### src/rtl/weight_bram_ctrl.sv
`timescale 1ns/1ps
// weight_bram_ctrl: owns one neuron's weight BRAM port. It sequences a bulk
// weight load and a streamed weight read-out presented as a valid/ready stream.
//
// state   | meaning
// --------+-----------------------------------------------------------
// IDLE    | waiting for LOAD_START (has priority) or START
// LOAD    | accepting DEPTH load beats; each beat becomes a write next cycle
// WFLUSH  | final registered write is on the BRAM port
// READ    | issuing reads, one per cycle while the output slot is free
// DRAIN   | last word issued; waiting for the MAC to accept it
// FIN     | DONE pulse, then back to IDLE
module weight_bram_ctrl #(
  parameter int DEPTH = 28,
  parameter int AW    = 5,
  parameter int DW    = 16
) (
  input  logic          CLK,
  input  logic          RSTN,
  input  logic          LOAD_START,
  input  logic          LD_VALID,
  input  logic [DW-1:0] LD_DATA,
  output logic          LD_READY,
  input  logic          START,
  output logic          W_VALID,
  input  logic          W_READY,
  output logic [DW-1:0] W_DATA,
  output logic [AW-1:0] W_INDEX,
  output logic          W_LAST,
  output logic          BUSY,
  output logic          DONE,
  output logic [AW-1:0] BRAM_ADDR,
  output logic [DW-1:0] BRAM_DI,
  output logic          BRAM_EN,
  output logic          BRAM_WE,
  input  logic [DW-1:0] BRAM_DO
);

  typedef enum logic [2:0] {
    S_IDLE, S_LOAD, S_WFLUSH, S_READ, S_DRAIN, S_FIN
  } state_t;

  localparam logic [AW-1:0] LAST_IDX = AW'(DEPTH - 1);
  localparam logic [AW:0]   DEPTH_W  = (AW + 1)'(DEPTH);

  state_t        state;
  logic [AW-1:0] cnt;
  logic          ld_ready_q;
  logic          w_valid_q;
  logic [DW-1:0] w_data_q;
  logic [AW-1:0] w_index_q;
  logic          w_last_q;
  logic          done_q;
  // load writes are registered and presented to the BRAM one cycle after the beat
  logic          wr_en_q;
  logic [AW-1:0] wr_addr_q;
  logic [DW-1:0] wr_data_q;

  logic issue;
  logic beat;

  assign issue = (state == S_READ) && ({1'b0, cnt} < DEPTH_W) && (!w_valid_q || W_READY);
  assign beat  = (state == S_LOAD) && LD_VALID && ld_ready_q;

  assign LD_READY = ld_ready_q;
  assign W_VALID  = w_valid_q;
  assign W_DATA   = w_data_q;
  assign W_INDEX  = w_index_q;
  assign W_LAST   = w_last_q;
  assign DONE     = done_q;
  assign BUSY     = (state != S_IDLE);

  // BRAM port mux: reads come straight from registered state in READ so they
  // settle before the BRAM's negedge; everything else uses the write registers.
  always_comb begin
    BRAM_EN   = wr_en_q;
    BRAM_WE   = wr_en_q;
    BRAM_ADDR = wr_addr_q;
    BRAM_DI   = wr_data_q;
    if (state == S_READ) begin
      BRAM_EN   = issue;
      BRAM_WE   = 1'b0;
      BRAM_ADDR = issue ? cnt : '0;
      BRAM_DI   = '0;
    end
  end

  // sequencer FSM with registered stream, write and status outputs
  always_ff @(posedge CLK or negedge RSTN) begin
    if (!RSTN) begin
      state      <= S_IDLE;
      cnt        <= '0;
      ld_ready_q <= 1'b0;
      w_valid_q  <= 1'b0;
      w_data_q   <= '0;
      w_index_q  <= '0;
      w_last_q   <= 1'b0;
      done_q     <= 1'b0;
      wr_en_q    <= 1'b0;
      wr_addr_q  <= '0;
      wr_data_q  <= '0;
    end else begin
      done_q    <= 1'b0;
      wr_en_q   <= 1'b0;
      wr_addr_q <= '0;
      wr_data_q <= '0;
      case (state)
        S_IDLE: begin
          if (LOAD_START) begin
            state      <= S_LOAD;
            cnt        <= '0;
            ld_ready_q <= 1'b1;
          end else if (START) begin
            state <= S_READ;
            cnt   <= '0;
          end
        end
        S_LOAD: begin
          if (beat) begin
            wr_en_q   <= 1'b1;
            wr_addr_q <= cnt;
            wr_data_q <= LD_DATA;
            if (cnt == LAST_IDX) begin
              ld_ready_q <= 1'b0;
              state      <= S_WFLUSH;
            end else begin
              cnt <= cnt + 1'b1;
            end
          end
        end
        S_WFLUSH: begin
          state  <= S_FIN;
          done_q <= 1'b1;
        end
        S_READ: begin
          if (issue) begin
            w_data_q  <= BRAM_DO;
            w_index_q <= cnt;
            w_valid_q <= 1'b1;
            w_last_q  <= (cnt == LAST_IDX);
            // terminal compare ends the stream; the counter is never wrapped
            if (cnt == LAST_IDX) state <= S_DRAIN;
            else                 cnt   <= cnt + 1'b1;
          end else if (w_valid_q && W_READY) begin
            w_valid_q <= 1'b0;
          end
        end
        S_DRAIN: begin
          if (w_valid_q && W_READY) begin
            w_valid_q <= 1'b0;
            state     <= S_FIN;
            done_q    <= 1'b1;
          end
        end
        S_FIN: begin
          state <= S_IDLE;
        end
        default: state <= S_IDLE;
      endcase
    end
  end

endmodule

### config.mk
export PLATFORM = sky130hd
export DESIGN_NAME = weight_bram_ctrl
export DESIGN_NICKNAME = d
export VERILOG_FILES = /design/src/rtl/weight_bram_ctrl.sv
export SDC_FILE = /design/constraint.sdc
export NUM_CORES = 1
export LEC_CHECK = 0
export CORE_ASPECT_RATIO = 0.8
export CORE_MARGIN = 1
export CORE_UTILIZATION = 44
export DETAILED_ROUTE_END_ITERATION = 8
export PLACE_DENSITY = 0.79
export SYNTH_ARGS = -nofsm -noshare
export SYNTH_HDL_FRONTEND = slang
export SYNTH_SLANG_ARGS = --single-unit
### constraint.sdc
create_clock -name CLK -period 3.3 [get_ports CLK]
set_clock_uncertainty 0.15 [all_clocks]
set_input_delay 0.66 -clock CLK [delete_from_list [all_inputs] [get_ports CLK]]
set_output_delay 0.66 -clock CLK [all_outputs]
set_load 0.02 [all_outputs]
# Yosys cells after proc, flatten, opt, wreduce, memory -nomap -nowiden
# Cells that the tools add are included.
# classes
n_eq_ne,12
magnitude_cmp,1
add_sub_neg,1
reduce_logical,16
muxes,34
# ops
operator,count
$mux 16,3
$mux 5,9
$mux 3,7
$pmux 3 s5,1
$pmux 5 s3,1
$mux 1,10
$ne 2x2->1 const B,4
$reduce_and 4->1,2
$eq 3x2->1 const B,2
$pmux 1 s2,3
$reduce_and 6->1,1
$reduce_bool 3->1,2
$add 5x1->5 const B,1
$eq 5x5->1 const B,1
$logic_and 1x1->1,5
$lt 5x5->1 const B,1
$ne 2x1->1 const B,2
$reduce_bool 2->1,2
$eq 3x1->1 const B,1
$eq 3x3->1 const B,1
$logic_not 3->1,1
$ne 3x3->1 const B,1
$reduce_and 2->1,1
$logic_not 1->1,1
$logic_or 1x1->1,1
# word_totals
output_inout_bits,49
in_bits,38
elab_cells,75
regBits,55

# Depth between registers and ports, before layout
# Gate-level depths: netlist of the first run.
# depth
ltp_word,5
ltp_mapped,6
depth_no_buf,5

# Worst setup path before layout of the first run
# Ideal clock, no wire load.
# synth_timing
path_type,input to output
from,in W_READY
to,out BRAM_ADDR[1]
required_time_ps,2490
arrival_ps,1720
slack_ps,770
path_stages,4
n_path_buf,1
path_cell_list,nand2b_1 nand4_2 buf_2 o21ai_0
# synth_between
elab_chain_len,4
# synth_lines
item,line,text
"start, declared",26,"input logic W_READY,"
$logic_or 1x1->1,62,"assign issue = (state == S_READ) && ({1'b0, cnt} < DEPTH_W) && (!w_valid_q || W_READY);"
$logic_and 1x1->1,62,
$mux 5,83,BRAM_ADDR = issue ? cnt : '0;
$mux 5,80,if (state == S_READ) begin
"end, declared",32,"output logic [AW-1:0] BRAM_ADDR,"
# Every way passes these cells.

# Worst setup path in the final report of the first run
# layout_timing
from,in W_READY
to,out BRAM_ADDR[3]
# Same word-level chain as after synthesis.

==> flow_summary.ini, run 1 <==
[routing]
drt_first_pass_iters = 6
num_vias = 1839
wl_per_cell_um = 15.73
routed_wl_um = 5569
drt.antenna.violating_nets = 0
drt_drc_violations_left = 9
vias_per_cell = 5.195
drtIter0Drc = 91

[placement]
dp_hpwl_um = 4018
gp_congestion = 0.8634
placed_cells = 346
portBuffers = 86
post-place-ws_ns = 0.05579
placed_area_mm2 = 0.003339

[synth]
yosys_register_bits = 55
synth_edf_count = 0
synth.distinct_cells = 43
ys_top_cells_by_area = dfrtp_1 (57%), and2_1 (9.6%), mux2_1 (7.5%)
ys.warnings.count = 0
synth_fp_nets = 240
synth_top_area_share_pct = 57.20
syn_area_mm2 = 0.002406
syn_inst = 201
syn_avg_cell_area_um2 = 11.97
ys_async_sr_fraction_pct = 100.0
yosysTopAreaCell = dfrtp_1
ys.flop_type = dfrtp_1
ys_seq_area_share_pct = 57.20

[timing]
hold_viol_final = 0
tightest_slew_ns = 0.6393
tns_ns = 0
min_period_ns = 3.188
drv_slew = 0
max-slew-margin-rel_pct = 57.38
period_share_pct = 96.61
whs_ns = 0.2141
setup_viol = 0
fmax_mhz = 313.7
rsz0062_at_grt = no
fin_ws_ns = 0.1118

[die]
core_mm2 = 0.005122
boundaryPins = 87
fp.dieH_um = 68.14
initial_utilization_pct = 46.97
die_w_um = 84.68
die_area_mm2 = 0.005770
core.rowCount = 23

[worst_setup_path]
startpoint_type = input pin
crit_type = input pin to primary output
cp_max_fo = 5
required_ns = 2.49
worstPathCellList = clkdlybuf4s50_1, nand2b_1, nand2_1, nor2_1, buf_4, a22o_1, clkdlybuf4s50_1
crit_path_end_kind = primary output
cp.arrival_ns = 2.38
cpMostUsedCell = clkdlybuf4s50_1
crit_path_top_delay_cell = clkdlybuf4s50_1
critPathMaxStageDelay_ns = 0.60
r2r_slack_ns = 1.06

[run_status]
status = finished with violations
violations = design-rule violations

[finish]
fillers = 397
diodes = 0
fin_nets = 330
fin_util_pct = 67.64
final_cells = 354
layout-drive-gt1-share_pct = 11.30
final_area_mm2 = 0.003465
area_delta_synth_final_pct = 43.99

[power_and_ir_drop]
power.leakage_nw = 1.564
p_total_mw = 3.210
max-vdd-ir-drop_mv = 0.5488
pwr_density_cell_mw_per_mm2 = 926.5

[cts]
cts_buffers = 5
insertion_delay_ns = 0.31
cts_resized = 0
path_clk_slew_ns = 0.09
postCtsHoldBufs = 0
cts_buffer_depth = 2
h-tree-depth = 2
cts_tree = done
cts_root_buf = clkbuf_8
cts_sinks = 55
post_cts_buffers = 0

[run]
cap_violations = 0

[grt]
grt_max_degree = 29
grt_first_pass_wirelength_um = 9066
antenna_found_initial = 0
track_usage_pct = 20.97
grt.overflow.total = 0
grt_pass1_vias = 1813

[worst_hold_path]
hp-class = input pin to async pin
==> per-layer routing <==
metal	global-route usage [%]	wire, um	vias up
li1	-	-	863
met1	27.17	2531	879
met2	34.45	2434	88
met3	6.876	540	9
met4	5.720	62	0
met5	0	0	-
==> cell families (layout without fill, tap and decap cells) <==
group / Yosys count / after routing / synth area share (%)
AO/OA/AOI/OAI: 24 / 24 / 7.021
adder cells (fa/ha/maj): 1 / 1 / 0.5199
buffers and inverters: 18 / 109 / 3.899
flip-flops: 55 / 55 / 57.20
multiplexers: 24 / 24 / 11.28
AND/OR/NAND/NOR: 79 / 79 / 20.07
==> cell usage in the layout (no fill, tap or decap), types with 5 or more instances in the layout <==
| cell | n |
|---|---|
| nand2_1 | 8 |
| o21ai_0 | 5 |
| buf_4 | 10 |
| mux2_2 | 5 |
| clkdlybuf4s50_1 | 82 |
| nor2_1 | 6 |
| dfrtp_1 | 55 |
| and2_1 | 37 |
| mux2_1 | 16 |
| clkbuf_8 | 6 |
==> critical path: cells and delay by family <==
kind	cells	cell delay (ns)
AOI/OAI and AO/OA	1	0.13
buffers and inverters	3	1.27
and+or+nand+nor	3	0.32
==> synth_stat cells (all sizes together) (2+ instances only) <==
| library cell | instances |
|---|---|
| nor2 | 6 |
| dfrtp | 55 |
| a31o | 2 |
| inv | 5 |
| nand4 | 3 |
| and2 | 37 |
| a31oi | 2 |
| nor4 | 2 |
| nand2 | 8 |
| mux2 | 22 |
| a211o | 2 |
| a22o | 4 |
| nor2b | 3 |
| nand3b | 4 |
| buf | 7 |
| nor3 | 5 |
| o21ai | 5 |
| clkbuf | 6 |
| nand3 | 3 |
| mux2i | 2 |
| a21oi | 5 |
| or3 | 2 |
==> cell type report <==
type                       instances  area (um^2)  area share (%)
clock inverter                     2        35.03           1.011
tap                               62        77.57           2.239
multi-input combinational        128        935.9           27.01
clock buffer                       6        82.58           2.384
sequential                        55         1376           39.73
timing repair buffer              96        938.4           27.09
inverter                           5        18.77          0.5417
==> power breakdown <==
part	internal (mW)	switching (mW)	total, mW
Sequential	0.923	0.167	1.09
Combinational	0.821	0.844	1.67
Clock	0.246	0.208	0.454
Total	1.99	1.22	3.21
==> sequential cells by signal, indices dropped and copies added, names as in the netlist <==
register	cells
W_DATA	16
wr_data_q	16
W_INDEX	5
cnt	5
wr_addr_q	5
state	3
DONE	1
LD_READY	1
W_LAST	1
W_VALID	1
wr_en_q	1
==> worst paths after layout <==
| path | cells after the start | startpoint | endpoint |
|---|---|---|---|
| hold reg to reg | 2 | W_LAST | W_LAST |
| setup reg to reg | 5 | cnt[0] | state[1] |
| hold / removal | 1 | RSTN | state[2] |
| max in group asynchronous | 2 | RSTN | W_DATA[4] |
| setup / recovery | 7 | W_READY | BRAM_ADDR[3] |
| min in group CLK | 2 | W_LAST | W_LAST |
(Power assumes the default switching activity.)
==> run 2, diff against run 1 <==
RECOVER_POWER = 100   (was default)
==> flow_summary.ini, run 2 (same netlist as run 1, synthesis figures left out) <==
[cts]
cts_buffer_depth = 2
cts_sinks = 55
path_clk_slew_ns = 0.09
h-tree-depth = 2
insertion_delay_ns = 0.30
cts_root_buf = clkbuf_8
cts_tree = done
cts_buffers = 5

[placement]
portBuffers = 86
post-place-ws_ns = 0.05579
gp_congestion = 0.8634
dp_hpwl_um = 4018
placed_area_mm2 = 0.003339

[power_and_ir_drop]
p_comb_share_pct = 50.1
pwr-share-seq_pct = 35.1
power.leakage_nw = 1.483
internal_power_mw = 1.874
clockPowerShare_pct = 14.8
power_switching_mw = 1.199
pwr_density_cell_mw_per_mm2 = 903.0
p_sw_share_pct = 39.01
max-vdd-ir-drop_mv = 0.5315

[grt]
antenna_found_initial = 0
grt_first_pass_wirelength_um = 9066
grt_pass1_vias = 1813
grt_max_degree = 29
grt.overflow.total = 0
track_usage_pct = 20.97

[timing]
min_period_ns = 3.187
fin_ws_ns = 0.1134
period_share_pct = 96.56
rsz0062_at_grt = no
tightest_slew_ns = 1.532
drv_slew = 29
hold_viol_final = 0
setup_viol = 0
max-slew-margin-rel_pct = -2.144
tns_ns = 0
fmax_mhz = 313.8

[finish]
fillers = 420
final_area_mm2 = 0.003403
fin_nets = 330
multi_input_area_um2 = 914.6
layout_commonest_cell = clkdlybuf4s50_1
fin_util_pct = 66.44
layout-drive-gt1-share_pct = 8.562
layout_common_cells = clkdlybuf4s50_1 (56), dfrtp_1 (55), dlygate4sd3_1 (26)
area_delta_synth_final_pct = 41.45
regArea_mm2 = 0.001376
diodes = 0

[die]
die_w_um = 84.68
boundaryPins = 87
core_mm2 = 0.005122
core.rowCount = 23
die_area_mm2 = 0.005770
initial_utilization_pct = 46.97
fp.dieH_um = 68.14

[run]
cap_violations = 1

[worst_hold_path]
hp-class = register to register

[worst_setup_path]
cp_max_fo = 5
required_ns = 2.49
startpoint_type = input pin
crit_path_end_kind = primary output
crit_type = input pin to primary output
cp.arrival_ns = 2.38

[routing]
routed_wl_um = 5542
drtIter0Drc = 87
vias_per_cell = 5.237
drt_first_pass_iters = 6
drt_drc_violations_left = 9
wl_per_cell_um = 15.66
num_vias = 1854
drt.antenna.violating_nets = 0

[run_status]
status = finished with violations
violations = design-rule violations, max-capacitance violations, max-slew violations
==> run 2: cell types whose count changed in the layout (fill, tap and decap cells not counted), moves of 3 or more <==
cell             delta
clkdlybuf4s50_1    -26
dlygate4sd3_1      +26
and2_0             +19
and2_1             -19
clkbuf_1            +6
buf_4               -4
dlymetal6s2s_1      -3
==> run 2: power by group through the flow <==
stage	sequential [mW]	clock, mW	combinational [mW]
global placement	1.08	0	1.64
floorplan	1.23	0	0.836
finish	1.08	0.454	1.54
CTS	1.09	0.470	1.68
global route	1.11	0.503	1.67
detailed placement	1.10	0	1.68
==> run 2: per-stage QoR <==
stage / hold WS, ns / power [mW] / instances
floorplan: 0.2144 / 2.070 / 201
CTS: 0.2355 / 3.243 / 354
global route: 0.3549 / 3.282 / 354
finish: 0.3386 / 3.073 / 354
detailed placement: 0.3299 / 2.780 / 346
global placement: 0.3125 / 2.724 / 346
==> run 2: final timing paths <==
check                                from           end  slack (ns)  cells past startpoint
worst max-delay path              W_READY  BRAM_ADDR[3]        0.11                      7
worst min-delay path            W_DATA[5]     W_DATA[5]        0.34                      1
worst max register to register   state[2]    W_INDEX[0]        0.69                      4
worst min register to register  W_DATA[5]     W_DATA[5]        0.34                      1
max in group asynchronous            RSTN     W_DATA[4]        1.01                      2
min in group asynchronous            RSTN      state[2]        0.56                      1
==> run 2: final cells by class <==
class	count	share of cell area, %
Multi-Input combinational cell	128	26.88
Tap cell	62	2.279
Timing Repair Buffer	96	26.40
Sequential cell	55	40.44
Inverter	5	0.5515
Clock buffer	6	2.426
Clock inverter	2	1.029
==> run 2: per-layer routing <==
metal,up-vias,wire length [um],track usage (%)
li1,866,-,-
met1,888,2499,27.17
met2,91,2427,34.45
met3,9,536,6.876
met4,0,78,5.720
met5,-,0,0
==> run 2: worst max-delay path: stages <==
cell             delay, ns
clkdlybuf4s50_1       0.52
nand2b_1              0.14
nand2_1               0.08
nor2_1                0.10
buf_4                 0.16
a22o_1                0.13
clkdlybuf4s50_1       0.60
==> run 2: repair_timing <==
item	CTS	global route
setup endpoints to repair	0	3
endpoints found under the hold margin	0	0
hold buffers	0	0
buffers inserted	0	0
resized for setup	0	3
==> variant: new RTL, flow settings as in run 2 <==
The parameter `AW` goes from 5 to 3.
--- a/src/rtl/weight_bram_ctrl.sv
+++ b/src/rtl/weight_bram_ctrl.sv
@@ -12,7 +12,7 @@
 // FIN     | DONE pulse, then back to IDLE
 module weight_bram_ctrl #(
   parameter int DEPTH = 28,
-  parameter int AW    = 5,
+  parameter int AW    = 3,
   parameter int DW    = 16
 ) (
   input  logic          CLK,
Ports: changed (resized BRAM_ADDR and W_INDEX); port bits go from 87 to 83. The function was not compared with the original's and may differ.
==> variant against run 2 <==
  * The run ends with capacitance limit, slew limit left
  * Wire length decreased by 24%
  * Final area decreased by 12%
  * Setup slack got worse by 12 ps
  * Maximum frequency decreased by 0.38%
  * Sequential cell count decreased by 6
  * Power decreased by 24%
  * Sequential power decreased by 18%
  * Synthesized area decreased by 13%
  * Highest routed layer unchanged
==> variant: results (changes against run 2) <==
run_status:
  status: "finished, violations left"  # unchanged
  violations: "capacitance limit, slew limit"  # was DRC, capacitance limit, slew limit
critical_path:
  crit_path_max_incr_delay_ps: 670  # was 600 ps
  rrSetupSlack_ps: 550  # was 690 ps
  timing.rr.end: "W_INDEX[0]$_DFFE_PN0P_"  # unchanged
  path_depth: 5  # was 7
  critPathTopFamily: "buffers and inverters"  # unchanged
  crit_start: "W_READY"  # unchanged
  crit_end: "BRAM_ADDR[0]"  # was BRAM_ADDR[3]
  reg2reg_from: "state[2]$_DFFE_PN0P_"  # unchanged
  cp_slowest_cell: "dlygate4sd3_1"  # was clkdlybuf4s50_1
pwr:
  vdd_drop_max_v: 0.0004118  # was 0.0005315 V
  power.leakage_uw: 0.001375  # was 0.001483 uW
worst_hold_path:
  hold_path_depth: 1  # unchanged
  min_path_type: "flip-flop to flip-flop"  # unchanged
  whs_endpoint: "W_DATA[10]$_DFFE_PN0P_"  # was W_DATA[5]$_DFFE_PN0P_
  hp-start: "W_DATA[10]$_DFFE_PN0P_"  # was W_DATA[5]$_DFFE_PN0P_
placed_design:
  dpl.hpwl_um: 3053  # was 4018 um
  numPortBuffers: 82  # was 86
  finalWeightedCongestion: 0.8179  # was 0.8634
synth:
  synthTopCellsByCount: "dfrtp_1, and2_1, mux2_2"  # was dfrtp_1, and2_1, mux2_1
  yosys_warnings: 0  # unchanged
  synth_cell_types: 32  # was 43
  yosysSeqAreaShare: 0.5854  # was 0.5720
  synth.net_count: 201  # was 240
  synth_area_leaders: "dfrtp_1, mux2_2, and2_1"  # was dfrtp_1, and2_1, mux2_1
global_routing:
  use_met3: 0.04638  # was 0.06876
  grt_pass1_wl_um: 7113  # was 9066 um
  groute.layer.met1.usage: 0.2791  # was 0.2717
  met2_usage: 0.2640  # was 0.3445
  grt_max_degree: 50  # was 29
  first_global_vias: 1447  # was 1813
  track_usage: 0.1841  # was 0.2097
clocking:
  clock_latency_ps: 290
  cts_resized: 0  # unchanged
  postCtsSetupBuffers: 0  # unchanged
  cts-root-buf: "clkbuf_8"  # unchanged
  cts.sinks: 49  # was 55
final_layout:
  drive_above_1_share: 0.1336  # was 0.08562
  nonClockBufferCount: 86  # was 96
  multi_input_area_share: 0.2530  # was 0.2688
  nFillCells: 399  # was 420
  multi_input_comb_cells: 100  # was 128
  antennaDiodeCount: 0  # unchanged
  final-nonclk-buf-share: 0.2780  # was 0.2640
  clock_cell_area_share: 0.02996  # was 0.03456
  sh_seq_area: 0.4078  # was 0.4044
  nets: 287  # was 330
flow_run:
  maxCapViolCount: 1  # unchanged
routing:
  wl_met2_um: 1741  # was 2427 um
  vias_per_cell: 4.866  # was 5.237
  initialDrtViolationCount: 63  # was 87
  routed_wl_um: 4221  # was 5542 um
  routedLengthMet1_um: 2178  # was 2499 um
  dr_wl_met3_um: 291  # was 536 um
  dr.pass1.iters: 4  # was 6
sta:
  tightest_slew_ps: 1601  # was 1532 ps
  drv_slew: 20  # was 29
-- variant: cell families (layout without fill, tap and decap cells) --
| family | Yosys count | in the layout | share of synthesized area |
|---|---|---|---|
| fa+ha+maj | 2 | 2 | 0.01195 |
| simple gates | 56 | 56 | 0.1709 |
| buf+inv | 12 | 98 | 0.03345 |
| mux | 26 | 26 | 0.1392 |
| compound gates | 16 | 16 | 0.05914 |
| flops | 49 | 49 | 0.5854 |
-- variant: through the flow --
step	util	cell area (um2)	hold WS [ps]	setup slack (ps)	std cells
finish	0.6580	3007	355.4	101.1	307
global route	0.6580	3007	370.2	51.23	307
CTS	0.6684	3054	364.9	144.3	307
detailed placement	0.6487	2964	344.8	145.1	300
global placement	0.6487	2964	339.6	156.5	300
floorplan	-	2095	214.4	1077	161
-- variant: where the power goes --
part | internal [uW] | switching (uW) | leakage [uW]
Sequential | 785 | 97.3 | 0.000634
Combinational | 525 | 576 | 0.000698
Clock | 166 | 184 | 0.0000433
Total | 1480 | 857 | 0.00138
